[src/rtl/ioshim_gpio_bank_if.sv]
// rtl/ioshim_gpio_bank_if.sv - command/response bus for the GPIO bank shim
interface ioshim_gpio_bank_if;
  logic        io_en;
  logic [7:0]  io_dout1;
  logic [7:0]  io_dout2;
  logic [15:0] io_ab_dout;
  logic        io_wreg;
  logic        io_wa;
  logic        io_wb;
  logic [7:0]  io_din;
  logic [15:0] io_ab_din;

  modport master (
    output io_en, io_dout1, io_dout2, io_ab_dout,
    input  io_wreg, io_wa, io_wb, io_din, io_ab_din
  );

  modport slave (
    input  io_en, io_dout1, io_dout2, io_ab_dout,
    output io_wreg, io_wa, io_wb, io_din, io_ab_din
  );
endinterface

[src/rtl/ioshim_gpio_bank.sv]
// rtl/ioshim_gpio_bank.sv - banked GPIO shim with edge interrupts behind a one-cycle command bus
module ioshim_gpio_bank #(
  parameter int NBANKS      = 2,
  parameter int SYNC_STAGES = 2
) (
  input  logic                clk,
  input  logic                reset,
  ioshim_gpio_bank_if.slave   bus,
  output logic [8*NBANKS-1:0] gpio_dir,
  output logic [8*NBANKS-1:0] gpio_dout,
  input  logic [8*NBANKS-1:0] gpio_din,
  output logic                irq
);
  localparam int W = 8 * NBANKS;

  typedef enum logic [2:0] {
    OP_READ   = 3'd0,
    OP_WDIR   = 3'd1,
    OP_WOUT   = 3'd2,
    OP_SET    = 3'd3,
    OP_CLR    = 3'd4,
    OP_TGL    = 3'd5,
    OP_IRQCFG = 3'd6,
    OP_ACK    = 3'd7
  } op_e;

  logic [SYNC_STAGES-1:0][W-1:0] sync_q;
  logic [W-1:0] sync_w, prev_q;
  logic [W-1:0] dir_q, dout_q, rise_q, fall_q, pend_q;
  logic [W-1:0] dir_d, dout_d, rise_d, fall_d, pend_d;
  logic [W-1:0] edge_set, ack_clr;

  op_e        op;
  logic [2:0] cmd_bank;
  logic       hit;
  logic [7:0] sel_sync, sel_dir, sel_dout, sel_rise, sel_fall, sel_pend;
  logic [7:0] rsp_din;
  logic [15:0] rsp_ab;
  logic       rsp_wab;
  logic       unused_ok;

  assign op        = op_e'(bus.io_dout1[7:5]);
  assign cmd_bank  = bus.io_dout1[2:0];
  assign unused_ok = ^{bus.io_dout1[4:3], bus.io_ab_dout[15:8]};

  assign sync_w    = sync_q[SYNC_STAGES-1];
  assign edge_set  = (sync_w & ~prev_q & rise_q) | (~sync_w & prev_q & fall_q);
  assign gpio_dir  = dir_q;
  assign gpio_dout = dout_q;

  // Pick out the addressed bank; an index past the last bank leaves hit low.
  always_comb begin
    hit      = 1'b0;
    sel_sync = '0;
    sel_dir  = '0;
    sel_dout = '0;
    sel_rise = '0;
    sel_fall = '0;
    sel_pend = '0;
    for (int b = 0; b < NBANKS; b++) begin
      if (cmd_bank == 3'(b)) begin
        hit      = 1'b1;
        sel_sync = sync_w[8*b +: 8];
        sel_dir  = dir_q[8*b +: 8];
        sel_dout = dout_q[8*b +: 8];
        sel_rise = rise_q[8*b +: 8];
        sel_fall = fall_q[8*b +: 8];
        sel_pend = pend_q[8*b +: 8];
      end
    end
  end

  // Next bank state; edge detection wins over an ACK of the same bit.
  always_comb begin
    dir_d   = dir_q;
    dout_d  = dout_q;
    rise_d  = rise_q;
    fall_d  = fall_q;
    ack_clr = '0;
    for (int b = 0; b < NBANKS; b++) begin
      if (bus.io_en && cmd_bank == 3'(b)) begin
        case (op)
          OP_WDIR:   dir_d[8*b +: 8]   = bus.io_dout2;
          OP_WOUT:   dout_d[8*b +: 8]  = bus.io_dout2;
          OP_SET:    dout_d[8*b +: 8]  = dout_q[8*b +: 8] | bus.io_dout2;
          OP_CLR:    dout_d[8*b +: 8]  = dout_q[8*b +: 8] & ~bus.io_dout2;
          OP_TGL:    dout_d[8*b +: 8]  = dout_q[8*b +: 8] ^ bus.io_dout2;
          OP_IRQCFG: begin
            rise_d[8*b +: 8] = bus.io_dout2;
            fall_d[8*b +: 8] = bus.io_ab_dout[7:0];
          end
          OP_ACK:    ack_clr[8*b +: 8] = bus.io_dout2;
          default:   ;
        endcase
      end
    end
    pend_d = (pend_q & ~ack_clr) | edge_set;
  end

  // Response payload from pre-update state; zero whenever there is no valid bank.
  always_comb begin
    rsp_din = '0;
    rsp_ab  = '0;
    rsp_wab = 1'b0;
    if (bus.io_en && hit) begin
      case (op)
        OP_READ: begin
          rsp_din = sel_sync;
          rsp_ab  = {sel_dir, sel_dout};
          rsp_wab = 1'b1;
        end
        OP_WDIR:                 rsp_din = sel_dir;
        OP_WOUT:                 rsp_din = sel_sync;
        OP_SET, OP_CLR, OP_TGL:  rsp_din = sel_dout;
        OP_IRQCFG: begin
          rsp_ab  = {sel_rise, sel_fall};
          rsp_wab = 1'b1;
        end
        OP_ACK:                  rsp_din = sel_pend;
        default:                 ;
      endcase
    end
  end

  // All state: synchroniser, bank registers, irq and the registered response.
  always_ff @(posedge clk or posedge reset) begin
    if (reset) begin
      sync_q        <= '0;
      prev_q        <= '0;
      dir_q         <= '0;
      dout_q        <= '0;
      rise_q        <= '0;
      fall_q        <= '0;
      pend_q        <= '0;
      irq           <= 1'b0;
      bus.io_wreg   <= 1'b0;
      bus.io_wa     <= 1'b0;
      bus.io_wb     <= 1'b0;
      bus.io_din    <= '0;
      bus.io_ab_din <= '0;
    end else begin
      sync_q        <= {sync_q[SYNC_STAGES-2:0], gpio_din};
      prev_q        <= sync_w;
      dir_q         <= dir_d;
      dout_q        <= dout_d;
      rise_q        <= rise_d;
      fall_q        <= fall_d;
      pend_q        <= pend_d;
      irq           <= |pend_q;
      bus.io_wreg   <= bus.io_en;
      bus.io_wa     <= rsp_wab;
      bus.io_wb     <= rsp_wab;
      bus.io_din    <= rsp_din;
      bus.io_ab_din <= rsp_ab;
    end
  end
endmodule

[src/flat_wrapper.sv]
// flat-port wrapper written by rule: the top's interface ports become plain ports
module ioshim_gpio_bank_flat 
#(
  parameter int NBANKS      = 2,
  parameter int SYNC_STAGES = 2
)
  (clk, reset, gpio_dir, gpio_dout, gpio_din, irq, bus_io_en, bus_io_dout1, bus_io_dout2, bus_io_ab_dout, bus_io_wreg, bus_io_wa, bus_io_wb, bus_io_din, bus_io_ab_din);
  ioshim_gpio_bank_if bus_i ();
  input  logic clk;
  input  logic reset;
  output logic [8*NBANKS-1:0] gpio_dir;
  output logic [8*NBANKS-1:0] gpio_dout;
  input  logic [8*NBANKS-1:0] gpio_din;
  output logic irq;
  input wire logic [$bits(bus_i.io_en)-1:0] bus_io_en;
  input wire logic [$bits(bus_i.io_dout1)-1:0] bus_io_dout1;
  input wire logic [$bits(bus_i.io_dout2)-1:0] bus_io_dout2;
  input wire logic [$bits(bus_i.io_ab_dout)-1:0] bus_io_ab_dout;
  output wire logic [$bits(bus_i.io_wreg)-1:0] bus_io_wreg;
  output wire logic [$bits(bus_i.io_wa)-1:0] bus_io_wa;
  output wire logic [$bits(bus_i.io_wb)-1:0] bus_io_wb;
  output wire logic [$bits(bus_i.io_din)-1:0] bus_io_din;
  output wire logic [$bits(bus_i.io_ab_din)-1:0] bus_io_ab_din;
  assign bus_i.io_en = bus_io_en;
  assign bus_i.io_dout1 = bus_io_dout1;
  assign bus_i.io_dout2 = bus_io_dout2;
  assign bus_i.io_ab_dout = bus_io_ab_dout;
  assign bus_io_wreg = bus_i.io_wreg;
  assign bus_io_wa = bus_i.io_wa;
  assign bus_io_wb = bus_i.io_wb;
  assign bus_io_din = bus_i.io_din;
  assign bus_io_ab_din = bus_i.io_ab_din;
  ioshim_gpio_bank #(.NBANKS(NBANKS), .SYNC_STAGES(SYNC_STAGES)) u_core (.clk(clk), .reset(reset), .bus(bus_i), .gpio_dir(gpio_dir), .gpio_dout(gpio_dout), .gpio_din(gpio_din), .irq(irq));
endmodule
[config.mk]
export PLATFORM = sky130hd
export DESIGN_NAME = ioshim_gpio_bank_flat
export DESIGN_NICKNAME = d
export VERILOG_FILES = /design/src/rtl/ioshim_gpio_bank_if.sv /design/src/rtl/ioshim_gpio_bank.sv /design/src/flat_wrapper.sv
export SDC_FILE = /design/constraint.sdc
export NUM_CORES = 1
export LEC_CHECK = 0
export BUFFER_PORTS_ARGS = -buffer_cell sky130_fd_sc_hd__buf_2
export CAP_MARGIN = 5
export CORE_UTILIZATION = 40
export CTS_CLUSTER_SIZE = 20
export DETAILED_ROUTE_END_ITERATION = 7
export PLACE_DENSITY = 0.67
export SLEW_MARGIN = 20
export SYNTH_ARGS = -nofsm -noshare
export SYNTH_HDL_FRONTEND = slang
export SYNTH_SLANG_ARGS = --single-unit
export TNS_END_PERCENT = 10
[constraint.sdc]
create_clock -name clk -period 5.37 [get_ports clk]
set_input_delay 0.8055 -clock clk [delete_from_list [all_inputs] [get_ports clk]]
set_output_delay 0.8055 -clock clk [all_outputs]
set_load 0.1 [all_outputs]
==> results.toml, run 1 <==
[run_status]
status = "finished, final reports clean"

[floorplanning]
die_area_um2 = 18900
initial_core_util_pct = 40.8
core_um2 = 18000
ios = 111
rows = 49
die_w_um = 137
die_h_um = 137

[clocking]
max-clock-path-buffers = 2
tritoncts = "yes"
clock-root-buffer = "clkbuf_16"
clkTransAtPathRegs_ns = 0.07
cts_setup_buffers = 0
cts_hold_buf = 0
clkLatencyLatePin_ns = 0.43
htree_levels = 4
cts_buffers = 17
post_cts_resized = 0
cts_sinks = 155

[power]
finalPower_uw = 3600
power_leakage_uw = 0.00399
irDropWorstVdd_mv = 0.235
pwr_density_cell_nw_per_um2 = 419

[place]
numPortBuffers = 100
gp_congestion = 0.835
preCtsSetupSlack_ns = 2.29
dpl.hpwl_um = 12600

[logic_synthesis]
synth_seq_cells = 155
synth_cells = 608
avgSynthCellArea_um2 = 12.1
ys_types = 41
yosysSeqAreaShare_pct = 52.9
synthTopCellsByArea = "dfrtp_1, mux2_2, ha_1, nand3_1, a21oi_1"
syn_area_um2 = 7330
synth.largest_area_cell = "dfrtp_1"
ys_warn_count = 0
syn-num-nets = 691
synth_top_area_share_pct = 52.9

[cells_and_area]
final_cell_mix = "dfrtp_1, buf_2, mux2_2"
post-route-util_pct = 47.9
final_nets = 774
register_area_um2 = 3880
fillers = 1590
antenna_cells = 0
drive_above_1_share_pct = 34.7
area_growth_syn_to_layout_pct = 17.3
multi_input_area_um2 = 3190
layout_commonest_cell = "dfrtp_1"

[timing]
timing.final.crit_share_pct = 49.1
hold_viol = 0
fin_ws_ns = 2.73
fmax_mhz = 379
tightest_slew_ns = 1.07
setup_tns_ns = 0
slew_viol_final = 0
layout_min_cycle_time_ns = 2.64
skew_ns = 0.00822
finalSetupViolations = 0
slew_headroom_pct = 28.6
rsz0062_at_grt = "no"

[critical_path]
cp_max_fo = 21
crit_path_start = "bus_io_dout1[0]"
startpoint_type = "input pin"
required_ns = 5.65
crit_path_end_kind = "flip-flop"
worst-setup-path-type = "input pin to flip-flop"
r2r_start = "u_core.gpio_dout[6]"
arrival_ns = 2.92

[hold_path]
hp-class = "flip-flop to flip-flop"
hp-start = "u_core.sync_q[9]"

[flow_run]
drv_cap = 0

[routing]
vias = 5407
vias_per_cell = 5.80
drc = 0
drt_pass1_iterations = 5
antenna_left = 0
drt_iter0_markers = 476
wirelength_um = 18700
detail_route.wl_per_cell_um = 20.0

[global_route]
grt_max_degree = 98
grt_overflow = 0
grt_pass1_wl_um = 29600
globalRouteTotalUtil_pct = 21.3
grt_pass1_vias = 5411
antenna_found_initial = 0
[state kept, by name, indices dropped and copies added, names as in the netlist]
| signal | count |
|---|---|
| u_core.bus.io_ab_din | 16 |
| u_core.sync_q | 16 |
| u_core.gpio_dout | 16 |
| u_core.prev_q | 16 |
| u_core.pend_q | 16 |
| u_core.sync_w | 16 |
| u_core.rise_q | 16 |
| u_core.bus.io_din | 8 |
| u_core.bus.io_wreg | 1 |
| u_core.bus.io_wa | 1 |
| u_core.fall_q | 16 |
| u_core.gpio_dir | 16 |
| u_core.irq | 1 |
[final cells by class]
| type | instances | share of cell area, % |
|---|---|---|
| Clock buffer | 17 | 4.95 |
| Clock inverter | 15 | 2.04 |
| Inverter | 25 | 1.15 |
| Multi-Input combinational cell | 388 | 37.1 |
| Sequential cell | 155 | 45.1 |
| Tap cell | 229 | 3.33 |
| Timing Repair Buffer | 104 | 6.32 |
[metal layers]
layer / vias to the layer above / track usage, % / part of all wire (%)
met3: 53 / 4.30 / 5.3
li1: 2382 / - / -
met1: 2755 / 28.1 / 44
met2: 217 / 33.5 / 48
met5: - / 0 / 0
met4: 0 / 10.0 / 3.4
[worst paths after layout]
check                                            to  slack [ns]  depth (start not counted)
setup / recovery                u_core.gpio_dout[6]        2.73                          5
max in group asynchronous  u_core.bus.io_ab_din[13]        3.56                          3
setup reg to reg                u_core.gpio_dout[6]        4.00                          5
hold / removal                     u_core.sync_w[9]        0.34                          0
hold reg to reg                    u_core.sync_w[9]        0.34                          0
min in group asynchronous        u_core.gpio_dir[6]        0.55                          2
[worst max-delay path: stages]
cell     delay [ns]
buf_2          0.28
nor4b_4        0.80
buf_4          0.32
and2_0         0.52
a31oi_1        0.18
[cells by family (layout without fill, tap and decap cells)]
family	count (synthesis)	after routing	share of synthesized area (%)
AO/OA/AOI/OAI	120	120	10.7
XOR/XNOR	1	1	0.120
adder cells (fa/ha/maj)	32	32	5.46
buffers and inverters	65	161	3.74
flip-flops	155	155	52.9
multiplexers	112	112	17.5
AND/OR/NAND/NOR	123	123	9.56
[stage by stage]
stage          area (um2)  std cells  hold WS, ns
5_1_grt              8600        933        0.358
3_5_place_dp         7970        900        0.335
4_1_cts              8570        932        0.350
6_report             8600        933        0.344
3_3_place_gp         7970        900        0.332
2_1_floorplan        7330        608        0.331
[report_power, final]
part / internal, uW / total [uW] / switching (uW)
clock network: 702 / 1230 / 525
logic: 262 / 928 / 667
registers: 1310 / 1440 / 137
total: 2270 / 3600 / 1330
[cell usage after synthesis (all sizes together)]
library cell and count:
a31oi 24, buf 18, nor2b 1, nor4b 1, xor2 1, clkbuf 22
o211ai 8, a32oi 8, a21oi 32, or2 1, and3b 2, nand4 1
nor4 5, nand2 24, nor2 3, inv 25, nand3b 13, and3 1
dfrtp 155, and2 2, nor3 1, mux2i 16, o22a 16, ha 32
o21ai 12, a21o 16, or3b 1, mux2 96, nor3b 1, nand2b 1
nand3 64, and4bb 1, o22ai 4
Power figures use the tool's default switching activity.
==> run 2, diff against run 1 <==
- clock period: 5.37 -> 2.7 ns (I/O delays scaled with it)
==> results.toml, run 2 (synthesis results as in run 1) <==
[flow_run]
drv_cap = 0

[global_route]
antenna_found_initial = 0
globalRouteTotalUtil_pct = 21.2
grt_pass1_wl_um = 29700
grt_overflow = 0
grt_pass1_vias = 5485
grt_max_degree = 57

[clocking]
max-clock-path-buffers = 2
clkLatencyLatePin_ns = 0.43
cts_hold_buf = 0
clkTransAtPathRegs_ns = 0.07
cts_setup_buffers = 0
cts_buffers = 17
htree_levels = 4
tritoncts = "yes"
post_cts_resized = 0
cts_sinks = 155
clock-root-buffer = "clkbuf_16"

[critical_path]
cp_max_fo = 5
startpoint_type = "flip-flop"
arrival_ns = 1.34
required_ns = 2.30
slowest_stage = "buf_2"
critPathMaxStageDelay_ns = 0.47
crit_path_end_kind = "primary output"
reg2reg_slack_ns = 1.38
worst-setup-path-type = "flip-flop to primary output"
crit_buf_inv = 1
worst_path_dominant_cell_family = "buffers and inverters"
crit_chain = "buf_2"

[routing]
vias_per_cell = 5.62
wirelength_um = 18800
antenna_left = 0
vias = 5345
detail_route.wl_per_cell_um = 19.7
drt_iter0_markers = 439
drt_pass1_iterations = 5
drc = 0

[timing]
layout_min_cycle_time_ns = 1.75
setup_tns_ns = 0
timing.final.crit_share_pct = 64.7
slew_viol_final = 0
tightest_slew_ns = 0.966
fin_ws_ns = 0.952
slew_headroom_pct = 35.6
rsz0062_at_grt = "no"
hold_viol = 0
finalSetupViolations = 0
skew_ns = 0.00976
fmax_mhz = 572

[floorplanning]
core_um2 = 18000
die_area_um2 = 18900
die_w_um = 137
ios = 111
initial_core_util_pct = 40.8
die_h_um = 137
rows = 49

[cells_and_area]
final_nets = 793
area_growth_syn_to_layout_pct = 18.9
post-route-util_pct = 48.5
final_cell_mix = "dfrtp_1, buf_2, mux2_2"
register_area_um2 = 3880
multi_input_area_um2 = 3180
antenna_cells = 0
drive_above_1_share_pct = 35.9
fillers = 1584
layout_commonest_cell = "dfrtp_1"
final_area_um2 = 8710
instances_no_fill = 951

[power]
p_int_uw = 4450
irDropWorstVdd_mv = 0.569
power_leakage_uw = 0.00404
sw_frac_of_total_pct = 36.4
p_switching_uw = 2550
pwr_density_cell_nw_per_um2 = 803
p_seq_share_pct = 41.2
pwr-share-comb_pct = 26.6
clock_power_share_pct = 32.2

[place]
preCtsSetupSlack_ns = 0.795
dp.cells = 920
dpl.hpwl_um = 13300
numPortBuffers = 100
post_dp_cell_area_um2 = 8160
gp_congestion = 0.815

[run_status]
status = "finished, final reports clean"

[hold_path]
hp-class = "input pin to flip-flop"
==> run 2: final cells by class <==
class / instances / share of cell area, %
sequential: 155 / 44.5
multi-input combinational: 388 / 36.5
timing repair buffer: 123 / 8.16
clock buffer: 21 / 5.29
tap: 229 / 3.29
inverter: 25 / 1.12
clock inverter: 10 / 1.09
==> run 2: path summary, 6_finish.rpt <==
| check | depth (start not counted) | start | end |
|---|---|---|---|
| min reg2reg | 0 | u_core.sync_q[9] | u_core.sync_w[9] |
| max | 1 | u_core.gpio_dout[6] | gpio_dout[6] |
| max reg2reg | 5 | u_core.gpio_dout[2] | u_core.gpio_dout[2] |
| min | 1 | gpio_din[6] | u_core.sync_q[6] |
| min in group asynchronous | 2 | reset | u_core.gpio_dout[0] |
| max in group asynchronous | 3 | reset | u_core.sync_q[9] |
==> run 2: stage by stage <==
| step | hold slack (ns) | power [uW] |
|---|---|---|
| finish | 0.0794 | 6990 |
| global route | 0.0708 | 7270 |
| global placement | 0.332 | 4680 |
| CTS | 0.0657 | 7030 |
| detailed placement | 0.335 | 4780 |
| floorplan | 0.331 | 4310 |
==> run 2: per-layer routing <==
metal  routed length (um)  vias up  GRT usage (%)
li1                     -     2419              -
met1                 8180     2696           27.4
met2                 9180      195           35.1
met3                  996       35           4.16
met4                  402        0           8.18
met5                    0        -              0
==> run 2: power by group through the flow <==
stage | sequential, uW | combinational (uW) | clock (uW)
after floorplan | 3620 | 695 | 0
after global placement | 2890 | 1790 | 0
after detailed placement | 2910 | 1860 | 0
after CTS | 2870 | 1870 | 2290
after global routing | 2920 | 1970 | 2380
final | 2880 | 1860 | 2250
